===== src/rtl/shift_sub_divide.sv =====
// shift_sub_divide: 32/16 unsigned restoring divider, one quotient bit per clock with a start/ready handshake.
// Define SHIFT_SUB_DIV_ERR_EN to flag divide-by-zero/overflow and finish those operations after one cycle.
module shift_sub_divide (
  input  logic        clk,
  input  logic        rst_n,
  input  logic [31:0] dividend,
  input  logic [15:0] divisor,
  input  logic        start,
  output logic [15:0] quotient,
  output logic [15:0] remainder,
  output logic        ready,
  output logic        error
);
  typedef enum logic [1:0] {IDLE, RUN, DONE} state_t;
  state_t state_q, state_d;
  logic [16:0] r_q, r_d, t, r_step;
  logic [15:0] q_q, q_d, d_q, d_d, quo_q, quo_d, rem_q, rem_d, q_step;
  logic [3:0] cnt_q, cnt_d;
  logic err_q, err_d, accept, last, ge, ovf, run;
`ifdef SHIFT_SUB_DIV_ERR_EN
  assign ovf = (divisor == 16'd0) || (dividend[31:16] >= divisor);
`else
  assign ovf = 1'b0;
`endif
  assign run    = (state_q == RUN);
  assign accept = ready && start;
  // An error-flagged operation leaves RUN after a single cycle instead of 16 steps
  assign last   = run && ((cnt_q == 4'd15) || err_q);
  always_ff @(posedge clk or negedge rst_n) begin
    if (!rst_n) state_q <= IDLE;
    else        state_q <= state_d;
  end
  always_comb begin
    state_d = state_q;
    if (accept)    state_d = RUN;
    else if (last) state_d = DONE;
  end
  always_comb begin
    ready     = (state_q != RUN);
    quotient  = quo_q;
    remainder = rem_q;
    error     = err_q;
  end
  always_comb begin
    t      = {r_q[15:0], q_q[15]};
    ge     = (t >= {1'b0, d_q});
    r_step = ge ? t - {1'b0, d_q} : t;
    q_step = {q_q[14:0], ge};
    r_d    = accept ? {1'b0, dividend[31:16]} : run ? r_step : r_q;
    q_d    = accept ? dividend[15:0] : run ? q_step : q_q;
    d_d    = accept ? divisor : d_q;
    cnt_d  = accept ? 4'd0 : run ? cnt_q + 4'd1 : cnt_q;
    err_d  = accept ? ovf : err_q;
    quo_d  = !last ? quo_q : err_q ? 16'hFFFF : q_step;
    rem_d  = !last ? rem_q : err_q ? q_q : r_step[15:0];
  end
  always_ff @(posedge clk or negedge rst_n) begin
    if (!rst_n) begin
      r_q   <= '0;
      q_q   <= '0;
      d_q   <= '0;
      cnt_q <= '0;
      err_q <= 1'b0;
      quo_q <= '0;
      rem_q <= '0;
    end else begin
      r_q   <= r_d;
      q_q   <= q_d;
      d_q   <= d_d;
      cnt_q <= cnt_d;
      err_q <= err_d;
      quo_q <= quo_d;
      rem_q <= rem_d;
    end
  end
endmodule


===== config.mk =====
export PLATFORM = sky130hd
export DESIGN_NAME = shift_sub_divide
export DESIGN_NICKNAME = d
export VERILOG_FILES = /design/src/rtl/shift_sub_divide.sv
export SDC_FILE = /design/constraint.sdc
export NUM_CORES = 1
export LEC_CHECK = 0
export BUFFER_PORTS_ARGS = -buffer_cell sky130_fd_sc_hd__buf_2
export CAP_MARGIN = 40
export CORE_ASPECT_RATIO = 0.7
export CORE_MARGIN = 2
export CORE_UTILIZATION = 45
export CTS_CLUSTER_SIZE = 40
export DETAILED_ROUTE_END_ITERATION = 16
export GPL_ROUTABILITY_DRIVEN = 1
export PLACE_DENSITY = 0.67
export SLEW_MARGIN = 0
export SYNTH_ARGS = -nofsm -noshare
export SYNTH_HDL_FRONTEND = slang
export SYNTH_SLANG_ARGS = --single-unit

===== constraint.sdc =====
create_clock -name clk -period 2.7 [get_ports clk]
set_input_delay 0 -clock clk [delete_from_list [all_inputs] [get_ports clk]]
set_output_delay 0 -clock clk [all_outputs]
set_load 0.1 [all_outputs]

==> summary.txt <==
======================================================================================
Final wirelength ........................................................    12,820 um
Average cell area after synthesis .......................................   9.351 um^2
Type of the worst min-delay path ........................................ primary input to flop
Vertical die dimension ..................................................     90.05 um
Root buffer cell ........................................................ sky130_fd_sc_hd__clkbuf_16
# diodes ................................................................            0
Die area ................................................................  11,430 um^2
Cell Area, Synth ........................................................    4760 um^2
Per-cell via count in the routed design .................................        5.559
Pin count of the biggest net entering global routing ....................           42
Top-level I/O count .....................................................           85
Share of the yosys chip area belonging to registers .....................       0.4522
First-iteration detailed-routing DRC count ..............................          280
Highest net fanout along the worst path .................................           16
Most common cell on crit path ........................................... sky130_fd_sc_hd__o211a_1
Flip-flop and latch area ................................................    2152 um^2
Final period util .......................................................       0.9580
Reg clk slew, reported paths ............................................      0.06 ns
Total number of clock tree sinks ........................................           86
Num CTS Buffers .........................................................            9
Number of distinct standard cells referenced by the synthesized netlist .           52
DRC errors left .........................................................            0
Total routing resource utilization after global routing .................       0.2310
Cells after synthesis ...................................................          509
Cell family contributing the most delay on the critical path ............ compound AO/OA/AOI/OAI gates
Number of nets in the synthesized netlist ...............................          578
Max incr delay on CP ....................................................      0.42 ns
Final design utilization ................................................       0.5916
Final-layout fill cell count ............................................          907
Worst Setup SP .......................................................... r_q[9]$_DFFE_PN0P_
Area growth from synthesis to layout ....................................       28.23%
Quantity of hold-fixing buffers added after cts .........................           39
Buffer and inverter count on the worst path .............................            0
Final estimated routing congestion in global placement ..................       0.8668
Hold_ws .................................................................   0.01067 ns
Count of nets after finishing ...........................................          703
Maximum count of clock buffers along a single path ......................            2
Resize count post-CTS ...................................................            0
Multi-input combinational cell area .....................................    2404 um^2
Period minus WS final ...................................................     2.587 ns
Crit path DAT ...........................................................      2.81 ns
Relative slew margins ...................................................       0.5893
Critical Path Slowest Stage Cell ........................................ sky130_fd_sc_hd__or4_1
Fraction of registers with async set/reset ..............................        1.000
Leading cell type in the layout, fill and taps excluded ................. sky130_fd_sc_hd__dfrtp_1
Number of levels the H-tree was split into ..............................            3
Grt total ovfl ..........................................................            0
Status .................................................................. finished clean
Crit Path Category ...................................................... flop to flop
Hold path startpoint .................................................... dividend[30]
Half-perimeter wire length of the detailed placement result .............      9113 um
Achievable clock frequency ..............................................    386.6 MHz
Initial cell density of the core ........................................       0.4613
Via count of the first global-routing pass ..............................        4,133
Worst reg2reg startpoint ................................................ r_q[9]$_DFFE_PN0P_
Antenna violations before repair ........................................            0
Die width ...............................................................     126.9 um
Post-synth top flop ..................................................... sky130_fd_sc_hd__dfrtp_1
Crit end category .......................................................         flop
Final setup TNS .........................................................         0 ns
Area inside the core boundary ...........................................  10,320 um^2
Clk_skew ................................................................  0.005452 ns
First-pass GRT wire length ..............................................    21,060 um
I/O Buffers .............................................................           83
Number of detailed-route iterations in the first pass ...................            5
Worst setup SP type .....................................................         flop
Detail-routed net length per standard cell ..............................     16.62 um
Number of pins exceeding their max-slew limit in the final report .......            0
Count of endpoints failing setup in the final report ....................            0
Number of vias in the routed layout .....................................        4,286
Number of enable flip-flop cells after synthesis ........................            0
Pre-CTS WS ..............................................................    0.1558 ns
TritonCTS clock tree ....................................................        built
Final antenna-violating net count .......................................            0
Yosys warning count .....................................................            0
Top library cells by usage in the layout, fill and taps aside ........... sky130_fd_sc_hd__dfrtp_1, sky130_fd_sc_hd__nand2_1, sky130_fd_sc_hd__buf_2
Latest clock arrival within the worst-skew pair .........................      0.34 ns
Critical Path RT ........................................................      2.93 ns
Fraction of final layout cells sized beyond drive strength 1 ............       0.2222
Count of endpoints failing hold in the final timing report ..............            0
Setup repair after global routing missed its margin .....................        false
Series of cell instances along the critical path ........................ ha_1 -> a21o_1 -> o311a_1 -> o211a_1 -> o21a_2 -> or4_1 -> o211a_1
Slew at the pin closest to its max-slew limit ...........................    0.6160 ns
Worst setup margin ......................................................    0.1133 ns
Post-synthesis sequential element count .................................           86
Number of core rows .....................................................           31
Number of post-CTS setup repair buffers .................................            0
Maxcap violations .......................................................            0
======================================================================================
==> path summary, 6_finish.rpt <==
| kind | slack (ns) | end | depth (start not counted) |
|---|---|---|---|
| worst max register to register | 0.11 | r_q[12]$_DFFE_PN0P_ | 7 |
| worst min register to register | 0.47 | quotient[3]$_DFFE_PN0P_ | 2 |
| worst min-delay path | 0.01 | r_q[14]$_DFFE_PN0P_ | 3 |
| min in group asynchronous | 0.18 | d_q[3]$_DFFE_PN0P_ | 2 |
| max in group asynchronous | 1.73 | d_q[12]$_DFFE_PN0P_ | 3 |
| worst max-delay path | 0.11 | r_q[12]$_DFFE_PN0P_ | 7 |
==> routing by layer <==
metal	routed length, um	up-vias	global-route usage
li1	-	2068	-
met1	6421	2048	0.3465
met2	5468	150	0.3387
met3	726	20	0.04821
met4	200	0	0.06319
met5	0	-	0
==> sequential cells by signal, summed over array words and instances, names as in the netlist <==
register / count
r_q: 16
state_q: 2
d_q: 16
cnt_q: 4
quotient: 16
remainder: 16
q_q: 16
==> synth_stat cells, types with 6 or more instances <==
library cell               count  area [um^2]
sky130_fd_sc_hd__o21a_1        6        45.04
sky130_fd_sc_hd__xnor2_1       7        61.31
sky130_fd_sc_hd__clkbuf_1     20        75.07
sky130_fd_sc_hd__buf_2         9        45.04
sky130_fd_sc_hd__a21o_1       12        90.09
sky130_fd_sc_hd__nor2_1       26        97.59
sky130_fd_sc_hd__a21oi_1      12        60.06
sky130_fd_sc_hd__nand3_1      15        75.07
sky130_fd_sc_hd__o21ai_0      36        180.2
sky130_fd_sc_hd__a211oi_1     13        97.59
sky130_fd_sc_hd__inv_1        20        75.07
sky130_fd_sc_hd__nand2_1      85        319.1
sky130_fd_sc_hd__mux2i_1      22        220.2
sky130_fd_sc_hd__nor2b_1      13        81.33
sky130_fd_sc_hd__mux2_2       16        180.2
sky130_fd_sc_hd__ha_1         17        212.7
sky130_fd_sc_hd__a31oi_1      26        162.7
sky130_fd_sc_hd__dfrtp_1      86         2152
==> cell type report <==
| class | count | area share |
|---|---|---|
| multi-input combinational | 371 | 0.3938 |
| sequential | 86 | 0.3526 |
| timing repair buffer | 146 | 0.1665 |
| clock buffer | 11 | 0.03813 |
| tap | 132 | 0.02706 |
| inverter | 20 | 0.01230 |
| clock inverter | 5 | 0.009635 |
==> through the flow <==
| stage | cell area (um^2) | instances |
|---|---|---|
| floorplan | 4760 | 509 |
| global placement | 5411 | 715 |
| detailed placement | 5411 | 715 |
| CTS | 6093 | 770 |
| global route | 6103 | 771 |
| finish | 6103 | 771 |
==> worst reg2reg max path: cells and delay by family (launching register included) <==
family                   cells  cell delay (ns)
AO/OA/AOI/OAI                5             1.25
adder cells (fa/ha/maj)      1             0.40
AND/OR/NAND/NOR              1             0.43
flip-flops                   1             0.41
==> cells by family after synthesis <==
logic type,share of synthesized area
buffers and inverters,0.04495
and+or+nand+nor,0.1533
DFF,0.4522
adders and majority gates,0.04890
other,0.0007879
muxes,0.08412
AOI/OAI and AO/OA,0.1974
xor gates and xnor gates,0.01840
Power is not shown: default switching activity piles up to over one toggle a cycle in this logic, so the estimate is an artifact.
